--- config.mk ---
export PLATFORM = sky130hd
export DESIGN_NAME = nrzi_stuffer_flat
export DESIGN_NICKNAME = d
export VERILOG_FILES = /design/src/rtl/usb_tx_pkg.sv /design/src/rtl/nrzi_stuffer_if.sv /design/src/rtl/nrzi_stuffer_fsm.sv /design/src/rtl/nrzi_stuffer.sv /design/src/flat_wrapper.sv
export SDC_FILE = /design/constraint.sdc
export NUM_CORES = 1
export LEC_CHECK = 0
export ABC_CLOCK_PERIOD_IN_PS = 2100
export BUFFER_PORTS_ARGS = -buffer_cell sky130_fd_sc_hd__buf_2
export CAP_MARGIN = 20
export CORE_MARGIN = 1.5
export CORE_UTILIZATION = 55
export DETAILED_ROUTE_END_ITERATION = 16
export PLACE_DENSITY = 0.75
export SYNTH_ARGS = -nofsm -noshare
export SYNTH_HDL_FRONTEND = slang
export SYNTH_HIERARCHICAL = 1
export SYNTH_SLANG_ARGS = --single-unit
--- constraint.sdc ---
create_clock -name clk -period 2.1 [get_ports clk]
set_input_delay 0 -clock clk [delete_from_list [all_inputs] [get_ports clk]]
set_output_delay 0 -clock clk [all_outputs]
set_load 0.05 [all_outputs]
--- src/rtl/usb_tx_pkg.sv ---
// Shared definitions for the USB transmit chain.
//   nrzi_stuff_state_t : state encoding of the NRZI/bit-stuff line encoder
//   nrzi_stuff_act_t   : per-cycle action the encoder FSM requests from the datapath
//   USB_J_LEVEL        : line level of the J (idle) state
//   USB_DEFAULT_MAX_RUN: run of 1s after which a 0 is stuffed
//   NRZI_CNT_W         : width of the EOP/abort cycle counter
package usb_tx_pkg;

    localparam logic USB_J_LEVEL         = 1'b1;
    localparam int   USB_DEFAULT_MAX_RUN = 6;
    localparam int   NRZI_CNT_W          = 4;

    typedef enum logic [2:0] {
        ST_IDLE,
        ST_DATA,
        ST_STUFF,
        ST_ABORT,
        ST_EOP_SE0,
        ST_EOP_J
    } nrzi_stuff_state_t;

    typedef enum logic [2:0] {
        ACT_IDLE,   // drive idle level
        ACT_FIRST,  // encode the first packet bit, run restarts
        ACT_DATA,   // encode the upstream bit
        ACT_STUFF,  // encode a stuffed 0
        ACT_HOLD,   // abort: encode a 1 (hold level), upstream ignored
        ACT_SE0,    // drive SE0
        ACT_J       // drive J, finish packet
    } nrzi_stuff_act_t;

endpackage

--- src/rtl/nrzi_stuffer_if.sv ---
// Serial transmit bus between the upstream bit source and the line encoder.
//   start/s_in/endb/abort : upstream -> encoder
//   pause                 : encoder -> upstream, hold s_in/endb this cycle
//   s_out/se0/busy/done   : encoder -> line driver / sequencer
interface nrzi_stuffer_if;
    logic start;
    logic s_in;
    logic endb;
    logic abort;
    logic pause;
    logic s_out;
    logic se0;
    logic busy;
    logic done;

    modport master (
        output start, s_in, endb, abort,
        input  pause, s_out, se0, busy, done
    );

    modport slave (
        input  start, s_in, endb, abort,
        output pause, s_out, se0, busy, done
    );
endinterface

--- src/rtl/nrzi_stuffer_fsm.sv ---
// Sequencing FSM of the line encoder: chooses the datapath action for each
// cycle and counts the abort and EOP SE0 cycles.
//   clk, rst_n : clock, asynchronous active-low reset
//   start/endb/abort : upstream controls
//   busy       : a packet is in flight (start is ignored while high)
//   endb_lat   : last bit already taken, EOP follows the pending stuff
//   run_hit    : the current data bit completes a run of MAX_RUN 1s
//   act        : datapath action for this cycle's edge
//   pause      : upstream must hold its bit (high throughout STUFF)
module nrzi_stuffer_fsm
    import usb_tx_pkg::*;
#(
    parameter int MAX_RUN      = USB_DEFAULT_MAX_RUN,
    parameter int EOP_SE0_BITS = 2
) (
    input  logic            clk,
    input  logic            rst_n,
    input  logic            start,
    input  logic            endb,
    input  logic            abort,
    input  logic            busy,
    input  logic            endb_lat,
    input  logic            run_hit,
    output nrzi_stuff_act_t act,
    output logic            pause
);

    nrzi_stuff_state_t     state, state_nxt;
    logic [NRZI_CNT_W-1:0] cnt, cnt_nxt;

    always_ff @(posedge clk or negedge rst_n) begin
        if (!rst_n) begin
            state <= ST_IDLE;
            cnt   <= '0;
        end else begin
            state <= state_nxt;
            cnt   <= cnt_nxt;
        end
    end

    always_comb begin
        state_nxt = state;
        cnt_nxt   = cnt;
        act       = ACT_IDLE;
        pause     = 1'b0;
        case (state)
            ST_IDLE: begin
                // busy is still high during the done cycle, so a start there is dropped
                if (start && !busy) begin
                    act       = ACT_FIRST;
                    state_nxt = endb ? ST_EOP_SE0 : ST_DATA;
                    cnt_nxt   = '0;
                end
            end
            ST_DATA: begin
                if (abort) begin
                    // the abort edge itself is the first of MAX_RUN+1 held cycles
                    act       = ACT_HOLD;
                    state_nxt = ST_ABORT;
                    cnt_nxt   = '0;
                end else begin
                    act = ACT_DATA;
                    if (run_hit) begin
                        state_nxt = ST_STUFF;
                    end else if (endb) begin
                        state_nxt = ST_EOP_SE0;
                        cnt_nxt   = '0;
                    end
                end
            end
            ST_STUFF: begin
                pause = 1'b1;
                if (abort) begin
                    act       = ACT_HOLD;
                    state_nxt = ST_ABORT;
                    cnt_nxt   = '0;
                end else begin
                    act       = ACT_STUFF;
                    state_nxt = endb_lat ? ST_EOP_SE0 : ST_DATA;
                    cnt_nxt   = '0;
                end
            end
            ST_ABORT: begin
                act = ACT_HOLD;
                if (cnt == NRZI_CNT_W'(MAX_RUN - 1)) begin
                    state_nxt = ST_EOP_SE0;
                    cnt_nxt   = '0;
                end else begin
                    cnt_nxt = cnt + NRZI_CNT_W'(1);
                end
            end
            ST_EOP_SE0: begin
                act = ACT_SE0;
                if (cnt == NRZI_CNT_W'(EOP_SE0_BITS - 1)) begin
                    state_nxt = ST_EOP_J;
                    cnt_nxt   = '0;
                end else begin
                    cnt_nxt = cnt + NRZI_CNT_W'(1);
                end
            end
            ST_EOP_J: begin
                act       = ACT_J;
                state_nxt = ST_IDLE;
            end
            default: begin
                state_nxt = ST_IDLE;
                cnt_nxt   = '0;
            end
        endcase
    end

endmodule

--- src/rtl/nrzi_stuffer.sv ---
// USB transmit line encoder: bit stuffing, NRZI encoding, EOP and abort.
// Every output is registered from the action chosen in the previous cycle,
// so a bit sampled at an edge is on s_out right after that edge.
//   clk   : clock
//   rst_n : asynchronous active-low reset
//   bus   : slave side of nrzi_stuffer_if (start/s_in/endb/abort in,
//           pause/s_out/se0/busy/done out)
module nrzi_stuffer
    import usb_tx_pkg::*;
#(
    parameter int   MAX_RUN      = USB_DEFAULT_MAX_RUN,
    parameter bit   STUFF_EN     = 1'b1,
    parameter logic IDLE_LEVEL   = USB_J_LEVEL,
    parameter int   EOP_SE0_BITS = 2
) (
    input  logic           clk,
    input  logic           rst_n,
    nrzi_stuffer_if.slave  bus
);

    localparam int RUN_W = $clog2(MAX_RUN + 2);

    nrzi_stuff_act_t act;
    logic             level, level_nxt;
    logic [RUN_W-1:0] run, run_nxt;
    logic             endb_lat, endb_nxt;
    logic             line_nxt, se0_nxt, done_nxt, busy_nxt;
    logic             run_hit;

    // A 0 toggles the line, a 1 keeps it.
    function automatic logic nrzi_enc(input logic lvl, input logic b);
        return b ? lvl : ~lvl;
    endfunction

    // Saturates so raw mode never wraps the run count.
    function automatic logic [RUN_W-1:0] run_inc(input logic [RUN_W-1:0] r);
        return (r == RUN_W'(MAX_RUN)) ? r : r + RUN_W'(1);
    endfunction

    assign run_hit = STUFF_EN && bus.s_in && (run == RUN_W'(MAX_RUN - 1));

    nrzi_stuffer_fsm #(
        .MAX_RUN      (MAX_RUN),
        .EOP_SE0_BITS (EOP_SE0_BITS)
    ) u_fsm (
        .clk      (clk),
        .rst_n    (rst_n),
        .start    (bus.start),
        .endb     (bus.endb),
        .abort    (bus.abort),
        .busy     (bus.busy),
        .endb_lat (endb_lat),
        .run_hit  (run_hit),
        .act      (act),
        .pause    (bus.pause)
    );

    always_comb begin
        level_nxt = level;
        run_nxt   = run;
        endb_nxt  = endb_lat;
        line_nxt  = level;
        se0_nxt   = 1'b0;
        done_nxt  = 1'b0;
        busy_nxt  = bus.busy & ~bus.done;
        case (act)
            ACT_IDLE: line_nxt = IDLE_LEVEL;
            ACT_FIRST: begin
                level_nxt = nrzi_enc(level, bus.s_in);
                run_nxt   = RUN_W'(bus.s_in);
                endb_nxt  = bus.endb;
                busy_nxt  = 1'b1;
                line_nxt  = level_nxt;
            end
            ACT_DATA: begin
                level_nxt = nrzi_enc(level, bus.s_in);
                run_nxt   = bus.s_in ? run_inc(run) : '0;
                endb_nxt  = endb_lat | bus.endb;
                line_nxt  = level_nxt;
            end
            ACT_STUFF: begin
                level_nxt = ~level;
                run_nxt   = '0;
                line_nxt  = level_nxt;
            end
            ACT_HOLD: line_nxt = level;
            ACT_SE0: begin
                line_nxt = 1'b0;
                se0_nxt  = 1'b1;
            end
            ACT_J: begin
                line_nxt  = IDLE_LEVEL;
                level_nxt = IDLE_LEVEL;
                run_nxt   = '0;
                endb_nxt  = 1'b0;
                done_nxt  = 1'b1;
            end
            default: line_nxt = IDLE_LEVEL;
        endcase
    end

    // Output register stage
    always_ff @(posedge clk or negedge rst_n) begin
        if (!rst_n) begin
            level     <= IDLE_LEVEL;
            run       <= '0;
            endb_lat  <= 1'b0;
            bus.s_out <= IDLE_LEVEL;
            bus.se0   <= 1'b0;
            bus.done  <= 1'b0;
            bus.busy  <= 1'b0;
        end else begin
            level     <= level_nxt;
            run       <= run_nxt;
            endb_lat  <= endb_nxt;
            bus.s_out <= line_nxt;
            bus.se0   <= se0_nxt;
            bus.done  <= done_nxt;
            bus.busy  <= busy_nxt;
        end
    end

endmodule

--- src/flat_wrapper.sv ---
// flat-port wrapper written by rule: the top's interface ports become plain ports
module nrzi_stuffer_flat import usb_tx_pkg::*;
#(
    parameter int   MAX_RUN      = USB_DEFAULT_MAX_RUN,
    parameter bit   STUFF_EN     = 1'b1,
    parameter logic IDLE_LEVEL   = USB_J_LEVEL,
    parameter int   EOP_SE0_BITS = 2
)
  (clk, rst_n, bus_start, bus_s_in, bus_endb, bus_abort, bus_pause, bus_s_out, bus_se0, bus_busy, bus_done);
  nrzi_stuffer_if bus_i ();
  input  logic clk;
  input  logic rst_n;
  input wire logic [$bits(bus_i.start)-1:0] bus_start;
  input wire logic [$bits(bus_i.s_in)-1:0] bus_s_in;
  input wire logic [$bits(bus_i.endb)-1:0] bus_endb;
  input wire logic [$bits(bus_i.abort)-1:0] bus_abort;
  output wire logic [$bits(bus_i.pause)-1:0] bus_pause;
  output wire logic [$bits(bus_i.s_out)-1:0] bus_s_out;
  output wire logic [$bits(bus_i.se0)-1:0] bus_se0;
  output wire logic [$bits(bus_i.busy)-1:0] bus_busy;
  output wire logic [$bits(bus_i.done)-1:0] bus_done;
  assign bus_i.start = bus_start;
  assign bus_i.s_in = bus_s_in;
  assign bus_i.endb = bus_endb;
  assign bus_i.abort = bus_abort;
  assign bus_pause = bus_i.pause;
  assign bus_s_out = bus_i.s_out;
  assign bus_se0 = bus_i.se0;
  assign bus_busy = bus_i.busy;
  assign bus_done = bus_i.done;
  nrzi_stuffer #(.MAX_RUN(MAX_RUN), .STUFF_EN(STUFF_EN), .IDLE_LEVEL(IDLE_LEVEL), .EOP_SE0_BITS(EOP_SE0_BITS)) u_core (.clk(clk), .rst_n(rst_n), .bus(bus_i));
endmodule
==> summary.md, run 1 <==
| Metric | Value |
|---|---|
| Status | finished, final reports clean |
| Worst Clk Skew | 0.004575 ns |
| Via density | 5.692 |
| Max Cap Violations | 0 |
| Clock power share | 10.3% |
| Worst slew pin tran | 0.6220 ns |
| I/O pins | 11 |
| FF-to-FF path depth | 6 |
| Sequential element share of the synthesized area | 35.62% |
| Vias in the first global route | 925 |
| Clk_lat worst skew | 0.29 ns |
| Comb pwr share | 61.6% |
| First-pass GRT wire length | 4.036 mm |
| Drt first-iter violations | 31 |
| Row count | 16 |
| Hold Fails Final Rpt | 0 |
| IO Port Bufs | 10 |
| Netlist cell types | 52 |
| #FFs+latches synth | 16 |
| Post-CTS sizing | 0 |
| WP buf/inv | 1 |
| Share of layout cells above drive strength 1 | 23.94% |
| Post-Syn Area | 1131 µm² |
| Hold Crit Class | input port to flip-flop |
| Core area | 1942 µm² |
| Post-Syn Nets | 139 |
| Sw Ratio | 46.35% |
| CTS tree | yes |
| Fillers | 178 |
| Vias | 962 |
| Max-slew violations | 0 |
| Die Span Y | 48.35 µm |
| Initial Utilization | 58.25% |
| Hold_ws | 0.03079 ns |
| # nets final | 154 |
| Total gr overflow | 0 |
| 1st-pass router iterations | 5 |
| Seq pwr share | 28.1% |
| Final Cycle Share | 91.45% |
| Commonest non-fill, non-tap cell in the layout | dfrtp_1 |
| CP arrival | 2.10 ns |
| Worst Setup End Kind | flip-flop |
| Register area | 402.9 µm² |
| DP Wirelength | 1.604 mm |
| Wirelength per Cell | 13.13 µm |
| DP Area | 1222 µm² |
| Synth top area share | 30.97% |
| Mean post-synth cell area | 8.837 µm² |
| Initial antenna violation count | 0 |
| Clk Tree Root Cell | clkbuf_4 |
| CP Depth | 6 |
| Clock Pin Slew Worst Setup and Hold Paths | 0.10 ns |
| Final setup violation count | 0 |
| Share of flip-flops with an asynchronous set or reset | 100.0% |
| Top Family by Delay on Critical Path | compound AO/OA/AOI/OAI gates |
| H-tree depth | 1 |
| Critical path class | flip-flop to flip-flop |
| Psw | 939.5 µW |
| Multi-input logic area | 664.4 µm² |
| Ant diodes | 0 |
| Yosys warns | 6 |
| DRC violations left | 0 |
| Max Clock Freq | 520.7 MHz |
| Total GRT Usage | 21.46% |
| Fin crit period | 1.920 ns |
| Largest net degree at the start of global routing | 17 |
| Dominant register cell in the synthesized netlist | dfrtp_1 |
| Hold Path Depth | 3 |
| GPL Wtd Cong | 0.8241 |
| Design area | 1269 µm² |
| EDFF count, synth | 0 |
| Post-CTS setup buffer count | 0 |
| CP Data Required Time | 2.28 ns |
| CP Max Fanout | 4 |
| Internal | 1.088 mW |
| Longest Clk Path Bufs | 2 |
| Die W | 48.35 µm |
| Maximum VDD drop | 0.8540 mV |
| Worst path slowest cell | dfrtp_1 |
| Most frequent cells in the layout | 14 x dfrtp_1, 10 x buf_2, 10 x nand2_1 |
| Number of CTS-inserted buffers | 3 |
| Crit path largest cell delay | 0.42 ns |
| Layout area overhead | 12.17% |
| Antenna violation net count after detailed routing | 0 |
| CTS Sinks | 16 |
| Yosys top cell by area | dfrtp_1 |
| Die area | 2338 µm² |
| P per Cell Area | 1598 nW/µm² |
| Ranking of synthesized cells by area | dfrtp_1 31%, ha_1 5.5%, dfstp_2 4.6%, nor2b_1 4.4%, a21oi_1 4.0% |
| Crit start category | flip-flop |
| P_leak | 0.5838 nW |
| Setup TNS | 0 ns |
| Wirelength, routed | 2.219 mm |
| Hold-fix buffers, CTS | 1 |
| Slew HR | 57.46% |
| Post-synthesis cell count | 128 |
| RSZ-0062 raised after global routing | false |
| Worst-path cell chain | inv_1, ha_1, or3b_4, a32o_1, a211o_1, mux2_4 |
-- flip-flops by register name, indices dropped and copies added, names as in the netlist --
name / cells
u_core/bus.busy: 1
u_core/bus.done: 1
u_core/bus.s_out: 1
u_core/bus.se0: 1
u_core/endb_lat: 1
u_core/level: 1
u_core/run: 3
u_core/u_fsm/cnt: 4
u_core/u_fsm/state: 3
-- Yosys cell counts (2+ instances only) --
cell      instances
buf_2             2
nand2b_1          7
and3_2            2
dfrtp_1          14
nor2_1            5
a211oi_1          2
clkbuf_1          3
nor4_1            2
ha_1              5
a211o_1           2
nor3_1            5
a21oi_1           9
inv_1             6
dfstp_2           2
nor2b_1           8
o21ai_0           9
nand2_1          10
-- metal layers --
metal | vias up | track usage (%) | share of wire [%]
met3 | 2 | 4.012 | 2.9
met5 | - | 0 | 0
met1 | 452 | 27.57 | 48
li1 | 489 | - | -
met2 | 19 | 37.27 | 49
met4 | 0 | 5.714 | 0.54
-- worst reg2reg max path, delay by kind of cell (launching register included) --
kind                       cells  cell delay, ns
AOI/OAI and AO/OA              2            0.49
adders and majority gates      1            0.14
buffers and inverters          1            0.07
DFF                            1            0.42
muxes                          1            0.30
and+or+nand+nor                1            0.38
-- metrics by stage --
step	power, mW	util [%]	instances	setup slack (ns)
5_1_grt	2.206	65.34	169	0.01697
3_3_place_gp	1.770	62.95	164	0.2314
2_1_floorplan	1.554	-	128	0.2541
3_5_place_dp	1.812	62.95	164	0.1874
4_1_cts	2.030	65.34	169	0.1764
6_report	2.027	65.34	169	0.1795
-- power by group through the flow --
stage | Clock, mW | Combinational [mW] | Sequential (mW)
floorplan | 0 | 0.902 | 0.651
global placement | 0 | 1.20 | 0.566
detailed placement | 0 | 1.24 | 0.575
CTS | 0.215 | 1.25 | 0.569
global route | 0.225 | 1.39 | 0.591
finish | 0.209 | 1.25 | 0.570
-- final cells by class --
cell class,count,share of cell area [%]
repair buffers,17,8.284
flip-flops and latches,16,31.76
well taps,27,2.663
multi-input cells,98,52.37
clock buffers,4,2.860
inverters,7,2.071
-- final timing paths --
check / start / endpoint / slack, ns
setup / recovery: u_core/u_fsm/cnt[1] / u_core/u_fsm/state[0] / 0.18
hold / removal: bus_endb / u_core/endb_lat / 0.03
setup reg to reg: u_core/u_fsm/cnt[1] / u_core/u_fsm/state[0] / 0.18
hold reg to reg: u_core/bus.done / u_core/bus.busy / 0.49
max in group asynchronous: rst_n / u_core/bus.s_out / 1.63
min in group asynchronous: rst_n / u_core/u_fsm/state[1] / 0.15
-- cells by family (layout without fill, tap and decap cells) --
family / Yosys count / in the layout / synth area share, %
buffers and inverters: 14 / 28 / 5.641
adders and majority gates: 6 / 6 / 6.526
muxes: 3 / 3 / 3.208
and+or+nand+nor: 50 / 50 / 25.78
DFF: 16 / 16 / 35.62
AOI/OAI and AO/OA: 39 / 39 / 23.23
Note: power is estimated with default switching activity, not from simulation.
==> run 2, diff against run 1 <==
--- a/config.mk
+++ b/config.mk
@@ -5,13 +5,14 @@
 export SDC_FILE = /design/constraint.sdc
 export NUM_CORES = 1
 export LEC_CHECK = 0
-export ABC_CLOCK_PERIOD_IN_PS = 2100
+export ABC_CLOCK_PERIOD_IN_PS = 2300
 export BUFFER_PORTS_ARGS = -buffer_cell sky130_fd_sc_hd__buf_2
 export CAP_MARGIN = 20
 export CORE_MARGIN = 1.5
 export CORE_UTILIZATION = 55
 export DETAILED_ROUTE_END_ITERATION = 16
 export PLACE_DENSITY = 0.75
+export SKIP_CTS_REPAIR_TIMING = 1
 export SYNTH_ARGS = -nofsm -noshare
 export SYNTH_HDL_FRONTEND = slang
 export SYNTH_HIERARCHICAL = 1
==> constraint.sdc (replaced) <==
create_clock -name clk -period 2.3 [get_ports clk]
set_input_delay 0 -clock clk [delete_from_list [all_inputs] [get_ports clk]]
set_output_delay 0 -clock clk [all_outputs]
set_load 0.05 [all_outputs]
==> summary.md, run 2 (synthesis results as in run 1) <==
| Metric | Value |
|---|---|
| DP Wirelength | 1.608 mm (was 1.604 mm) |
| Clk_lat worst skew | 0.30 ns (was 0.29 ns) |
| Via density | 5.581 (was 5.692) |
| Met3 WL | 60 µm (was 64 µm) |
| Register area | 402.9 µm² (unchanged) |
| Antenna violation net count after detailed routing | 0 (unchanged) |
| Setup TNS | 0 ns (unchanged) |
| Total gr overflow | 0 (unchanged) |
| Crit start category | flip-flop (unchanged) |
| Initial Utilization | 58.25% (unchanged) |
| Max Cap Violations | 0 (unchanged) |
| Final setup violation count | 0 (unchanged) |
| CP arrival | 2.12 ns (was 2.10 ns) |
| Vias | 932 (was 962) |
| Hold Crit Class | input port to flip-flop (unchanged) |
| Longest Clk Path Bufs | 2 (unchanged) |
| First-pass GRT wire length | 3.843 mm (was 4.036 mm) |
| Most frequent cells in the layout | 14 x dfrtp_1, 10 x buf_2, 10 x nand2_1 (unchanged) |
| I/O pins | 11 (unchanged) |
| Worst Setup End Kind | flip-flop (unchanged) |
| Worst Clk Skew | 0.01648 ns (was 0.004575 ns) |
| Vias in the first global route | 903 (was 925) |
| H-tree depth | 1 (unchanged) |
| DRC violations left | 0 (unchanged) |
| Commonest non-fill, non-tap cell in the layout | dfrtp_1 (unchanged) |
| Maximum VDD drop | 0.8843 mV (was 0.8540 mV) |
| RSZ-0062 raised after global routing | false (unchanged) |
| IO Port Bufs | 10 (unchanged) |
| Clock power share | 10.5% (was 10.3%) |
| Multi-input logic area | 664.4 µm² (unchanged) |
| Comb pwr share | 60.2% (was 61.6%) |
| Worst slew pin tran | 0.6451 ns (was 0.6220 ns) |
| Fin crit period | 1.929 ns (was 1.920 ns) |
| Hold Path Depth | 3 (unchanged) |
| Share of layout cells above drive strength 1 | 22.86% (was 23.94%) |
| Drt first-iter violations | 22 (was 31) |
| Max reg flops | 4 (unchanged) |
| Seq pwr share | 29.3% (was 28.1%) |
| Slew HR | 55.88% (was 57.46%) |
| Max Clock Freq | 518.3 MHz (was 520.7 MHz) |
| Total GRT Usage | 20.63% (was 21.46%) |
| Critical path class | flip-flop to flip-flop (unchanged) |
| Status | finished, final reports clean (unchanged) |
| Psw | 847.3 µW (was 939.5 µW) |
| # nets final | 152 (was 154) |
| Uppermost routed layer | met4 (unchanged) |
| Final Cycle Share | 83.88% (was 91.45%) |
| Wirelength, routed | 2.181 mm (was 2.219 mm) |
| Sw Ratio | 46.55% (was 46.35%) |
| P per Cell Area | 1452 nW/µm² (was 1598 nW/µm²) |
| Largest net degree at the start of global routing | 17 (unchanged) |
| CTS Sinks | 16 (unchanged) |
| Die Span Y | 48.35 µm (unchanged) |
| Clk Tree Root Cell | clkbuf_4 (unchanged) |
| GPL Wtd Cong | 0.8247 (was 0.8241) |
| WL met1 | 1.034 mm (was 1.057 mm) |
| Wirelength per Cell | 13.06 µm (was 13.13 µm) |
| Ant diodes | 0 (unchanged) |
| Largest regs | u_core/u_fsm/cnt (4), u_core/run (3), u_core/u_fsm/state (3) (unchanged) |
| CTS tree | yes (unchanged) |
| Fillers | 178 (unchanged) |
| CP Max Fanout | 16 (was 4) |
| DR WL met2 | 1.049 mm (was 1.085 mm) |
| Largest reg by FF count | u_core/u_fsm/cnt (unchanged) |
| Number of CTS-inserted buffers | 3 (unchanged) |
| Row count | 16 (unchanged) |
| Initial antenna violation count | 0 (unchanged) |
| CP Data Required Time | 2.49 ns (was 2.28 ns) |
| Internal | 973.1 µW (was 1.088 mW) |
| Clock Pin Slew Worst Setup and Hold Paths | 0.11 ns (was 0.10 ns) |
| Hold Fails Final Rpt | 0 (unchanged) |
| FF-to-FF path depth | 6 (unchanged) |
| Power, Total | 1.820 mW (was 2.027 mW) |
| 1st-pass router iterations | 4 (was 5) |
| Layout area overhead | 10.84% (was 12.17%) |
| Die W | 48.35 µm (unchanged) |
| Max-slew violations | 0 (unchanged) |
| Die area | 2338 µm² (unchanged) |
| Core area | 1942 µm² (unchanged) |
| P_leak | 0.5737 nW (was 0.5838 nW) |
run 2: changes by cell type in the layout (fill, tap and decap cells not counted):
cell	delta
buf_4	-2
run 2: critical path, stage by stage, from the launching register on:
cell      delay [ns]
dfrtp_1         0.63
a21oi_1         0.17
a21oi_1         0.48
nand4b_1        0.21
a21oi_2         0.10
o21ai_1         0.14
o21ai_0         0.09
run 2: layout make-up:
class | count | share of cell area [%]
clock buffer | 4 | 2.894
tap | 27 | 2.695
timing repair buffer | 15 | 7.186
sequential | 16 | 32.14
multi-input combinational | 98 | 52.99
inverter | 7 | 2.096
run 2: per-stage QoR:
stage	util [%]	hold slack, ns	setup WS (ns)	instances	area, µm²
floorplan	-	-0.2956	0.4541	128	1131
global placement	62.18	-0.06723	0.4297	162	1207
detailed placement	62.18	-0.06264	0.3728	162	1207
CTS	64.05	-0.3921	0.3637	166	1244
global route	64.56	0.04688	0.1575	167	1254
finish	64.56	0.01376	0.3708	167	1254
run 2: power groups by stage:
stage	sequential (mW)	combinational [mW]	clock, mW
6_report	0.534	1.10	0.190
5_1_grt	0.557	1.22	0.205
4_1_cts	0.533	1.10	0.196
3_5_place_dp	0.539	1.10	0
3_3_place_gp	0.532	1.06	0
2_1_floorplan	0.595	0.824	0
run 2: path summary, 6_finish.rpt:
| path | from | to | slack [ns] |
|---|---|---|---|
| min reg2reg | u_core/bus.done | u_core/bus.busy | 0.47 |
| min | bus_endb | u_core/endb_lat | 0.01 |
| max | u_core/u_fsm/state[1] | u_core/run[2] | 0.37 |
| max in group asynchronous | rst_n | u_core/bus.s_out | 1.84 |
| max reg2reg | u_core/u_fsm/state[1] | u_core/run[2] | 0.37 |
| min in group asynchronous | rst_n | u_core/u_fsm/state[1] | 0.13 |
run 2: layer usage:
metal  GRT usage [%]  vias up
met5               0        -
met4           8.571        0
met3           2.160        5
met2           35.88       18
met1           26.26      426
li1                -      483
==> run 3, diff against run 2 <==
--- a/config.mk
+++ b/config.mk
@@ -5,13 +5,13 @@
 export SDC_FILE = /design/constraint.sdc
 export NUM_CORES = 1
 export LEC_CHECK = 0
-export ABC_CLOCK_PERIOD_IN_PS = 2300
+export ABC_CLOCK_PERIOD_IN_PS = 1600
 export BUFFER_PORTS_ARGS = -buffer_cell sky130_fd_sc_hd__buf_2
 export CAP_MARGIN = 20
 export CORE_MARGIN = 1.5
-export CORE_UTILIZATION = 55
+export CORE_UTILIZATION = 52
 export DETAILED_ROUTE_END_ITERATION = 16
-export PLACE_DENSITY = 0.75
+export PLACE_DENSITY = 0.74
 export SKIP_CTS_REPAIR_TIMING = 1
 export SYNTH_ARGS = -nofsm -noshare
 export SYNTH_HDL_FRONTEND = slang
==> constraint.sdc (replaced) <==
create_clock -name clk -period 1.6 [get_ports clk]
set_input_delay 0 -clock clk [delete_from_list [all_inputs] [get_ports clk]]
set_output_delay 0 -clock clk [all_outputs]
set_load 0.05 [all_outputs]
==> summary.md, run 3 (synthesis results as in run 1) <==
| Metric | Value |
|---|---|
| Status | complete, but fails checks (was finished, final reports clean) |
| Failing checks | negative setup slack |
| First-pass GRT wire length | 4.560 mm (was 3.843 mm) |
| Power, Total | 3.600 mW (was 1.820 mW) |
| Max Clock Freq | 517.7 MHz (was 518.3 MHz) |
| RSZ-0062 raised after global routing | true (was false) |
| Die W | 49.64 µm (was 48.35 µm) |
| 1st-pass router iterations | 4 (unchanged) |
| Hold Fails Final Rpt | 0 (unchanged) |
| Wirelength per Cell | 15.39 µm (was 13.06 µm) |
| Row count | 16 (unchanged) |
| Layout area overhead | 44.80% (was 10.84%) |
| Drt first-iter violations | 30 (was 22) |
| CTS Sinks | 16 (unchanged) |
| Vias in the first global route | 1,077 (was 903) |
| Core area | 2002 µm² (was 1942 µm²) |
| Clk Tree Root Cell | clkbuf_4 (unchanged) |
| Final Cycle Share | 120.7% (was 83.88%) |
| Fillers | 136 (was 178) |
| Initial Utilization | 56.50% (was 58.25%) |
| Largest regs | u_core/u_fsm/cnt (4), u_core/run (3), u_core/u_fsm/state (3) (unchanged) |
| Largest net degree at the start of global routing | 17 (unchanged) |
| Worst-path cell chain | inv_1, ha_2, or3b_4, a32o_2, a211o_1, mux2_4 (was a21oi_1, a21oi_1, nand4b_1, a21oi_2, o21ai_1, o21ai_0) |
| Final setup violation count | 14 (was 0) |
| Hold Crit Class | input port to flip-flop (unchanged) |
| Psw | 1.589 mW (was 847.3 µW) |
| Crit start category | flip-flop (unchanged) |
| CTS tree | yes (unchanged) |
| Worst path slowest cell | dfrtp_1 (unchanged) |
| DP Area | 1409 µm² (was 1207 µm²) |
| Die Span Y | 49.64 µm (was 48.35 µm) |
| Max Cap Violations | 0 (unchanged) |
| Most frequent cells in the layout | 34 x buf_4, 12 x dfrtp_1, 10 x nand2_1 (was 14 x dfrtp_1, 10 x buf_2, 10 x nand2_1) |
| Largest reg by FF count | u_core/u_fsm/cnt (unchanged) |
| Hold Path Origin | bus_endb (unchanged) |
| Multi-input logic area | 780.7 µm² (was 664.4 µm²) |
| Longest Clk Path Bufs | 2 (unchanged) |
| Register area | 405.4 µm² (was 402.9 µm²) |
| Initial antenna violation count | 0 (unchanged) |
| Worst Clk Skew | 0.006712 ns (was 0.01648 ns) |
| # nets final | 185 (was 152) |
| PnR worst setup slack | -0.3317 ns (was 0.3708 ns) |
| Sw Ratio | 44.14% (was 46.55%) |
| Via density | 5.780 (was 5.581) |
| GPL Wtd Cong | 0.8286 (was 0.8247) |
| Vias | 1,156 (was 932) |
| Comb pwr share | 71.9% (was 60.2%) |
| Fin crit period | 1.932 ns (was 1.929 ns) |
| Clock power share | 7.7% (was 10.5%) |
| Wirelength, routed | 3.077 mm (was 2.181 mm) |
| WP buf/inv | 1 (was 0) |
| CP Data Required Time | 1.79 ns (was 2.49 ns) |
| CP arrival | 2.12 ns (about the same) |
| P per Cell Area | 2198 nW/µm² (was 1452 nW/µm²) |
| Max reg flops | 4 (unchanged) |
| Max-slew violations | 0 (unchanged) |
| Commonest non-fill, non-tap cell in the layout | buf_4 (was dfrtp_1) |
| Worst Setup End Kind | flip-flop (unchanged) |
| Die area | 2464 µm² (was 2338 µm²) |
| Clock Pin Slew Worst Setup and Hold Paths | 0.10 ns (was 0.11 ns) |
| DP Wirelength | 1.953 mm (was 1.608 mm) |
| Total GRT Usage | 24.23% (was 20.63%) |
| Crit path largest cell delay | 0.40 ns (was 0.63 ns) |
| Design area | 1638 µm² (was 1254 µm²) |
| CP Max Fanout | 3 (was 16) |
| Internal | 2.011 mW (was 973.1 µW) |
| Critical path class | flip-flop to flip-flop (unchanged) |
| Seq pwr share | 20.3% (was 29.3%) |
| First element of the critical path | u_core/u_fsm/cnt[1] (was u_core/u_fsm/state[1]) |
| IO Port Bufs | 10 (unchanged) |
| DRC violations left | 0 (unchanged) |
| Maximum VDD drop | 1.400 mV (was 0.8843 mV) |
| Share of layout cells above drive strength 1 | 48.55% (was 22.86%) |
| Number of CTS-inserted buffers | 3 (unchanged) |
| Hold_ws | 0.007242 ns (was 0.01376 ns) |
| R2R Path Start | u_core/u_fsm/cnt[1] (was u_core/u_fsm/state[1]) |
| Clk_lat worst skew | 0.29 ns (was 0.30 ns) |
| P_leak | 0.7703 nW (was 0.5737 nW) |
| Ant diodes | 0 (unchanged) |
| Total gr overflow | 0 (unchanged) |
| I/O pins | 11 (unchanged) |
| Top Family by Delay on Critical Path | compound AO/OA/AOI/OAI gates (unchanged) |
| H-tree depth | 1 (unchanged) |
| Worst slew pin tran | 0.3557 ns (was 0.6451 ns) |
| Antenna violation net count after detailed routing | 0 (unchanged) |
| Slew HR | 75.68% (was 55.88%) |
-- run 3: cell count changes in the layout (fill, tap and decap cells not counted), sizes merged --
cell	before	now
buf	14	47
-- run 3: worst register-to-register path: stages (launching register included) --
cell and delay (ns):
dfrtp_1 0.40, inv_1 0.07, ha_2 0.17, or3b_4 0.38
a32o_2 0.26, a211o_1 0.27, mux2_4 0.30
-- run 3: area by class of cell --
cell class,instances,area share [%]
Tap cell,27,2.063
Timing Repair Buffer,48,21.70
Inverter,7,1.604
Multi-Input combinational cell,98,47.67
Clock buffer,4,2.215
Sequential cell,16,24.75
-- run 3: path summary, 6_finish.rpt --
path / endpoint / slack (ns) / depth (start not counted)
min in group asynchronous: u_core/u_fsm/state[2] / 0.14 / 2
min: u_core/endb_lat / 0.007 / 3
max in group asynchronous: u_core/level / 1.14 / 2
max: u_core/u_fsm/state[0] / -0.33 / 6
max reg2reg: u_core/u_fsm/state[0] / -0.33 / 6
min reg2reg: u_core/bus.busy / 0.45 / 1
-- run 3: layer usage --
layer	share of wire, %	global-route usage [%]	vias up
li1	-	-	550
met1	40	27.80	560
met2	54	44.44	38
met3	4.3	2.727	8
met4	1.9	11.11	0
met5	0	0	-
-- run 3: per-stage QoR --
| stage | util (%) | cells | worst slack (ns) | setup TNS, ns |
|---|---|---|---|---|
| 2_1_floorplan | - | 128 | -0.2434 | -0.7182 |
| 3_3_place_gp | 70.38 | 188 | -0.2349 | -1.261 |
| 3_5_place_dp | 70.38 | 188 | -0.2956 | -1.957 |
| 4_1_cts | 72.19 | 192 | -0.3030 | -2.370 |
| 5_1_grt | 81.81 | 200 | -0.3877 | -2.892 |
| 6_report | 81.81 | 200 | -0.3317 | -1.925 |
-- run 3: power groups by stage --
stage,Clock (mW),Sequential (mW),Combinational (mW)
6_report,0.278,0.732,2.59
5_1_grt,0.306,0.755,2.78
4_1_cts,0.290,0.717,2.03
3_5_place_dp,0,0.724,2.02
3_3_place_gp,0,0.720,1.95
2_1_floorplan,0,0.858,1.22
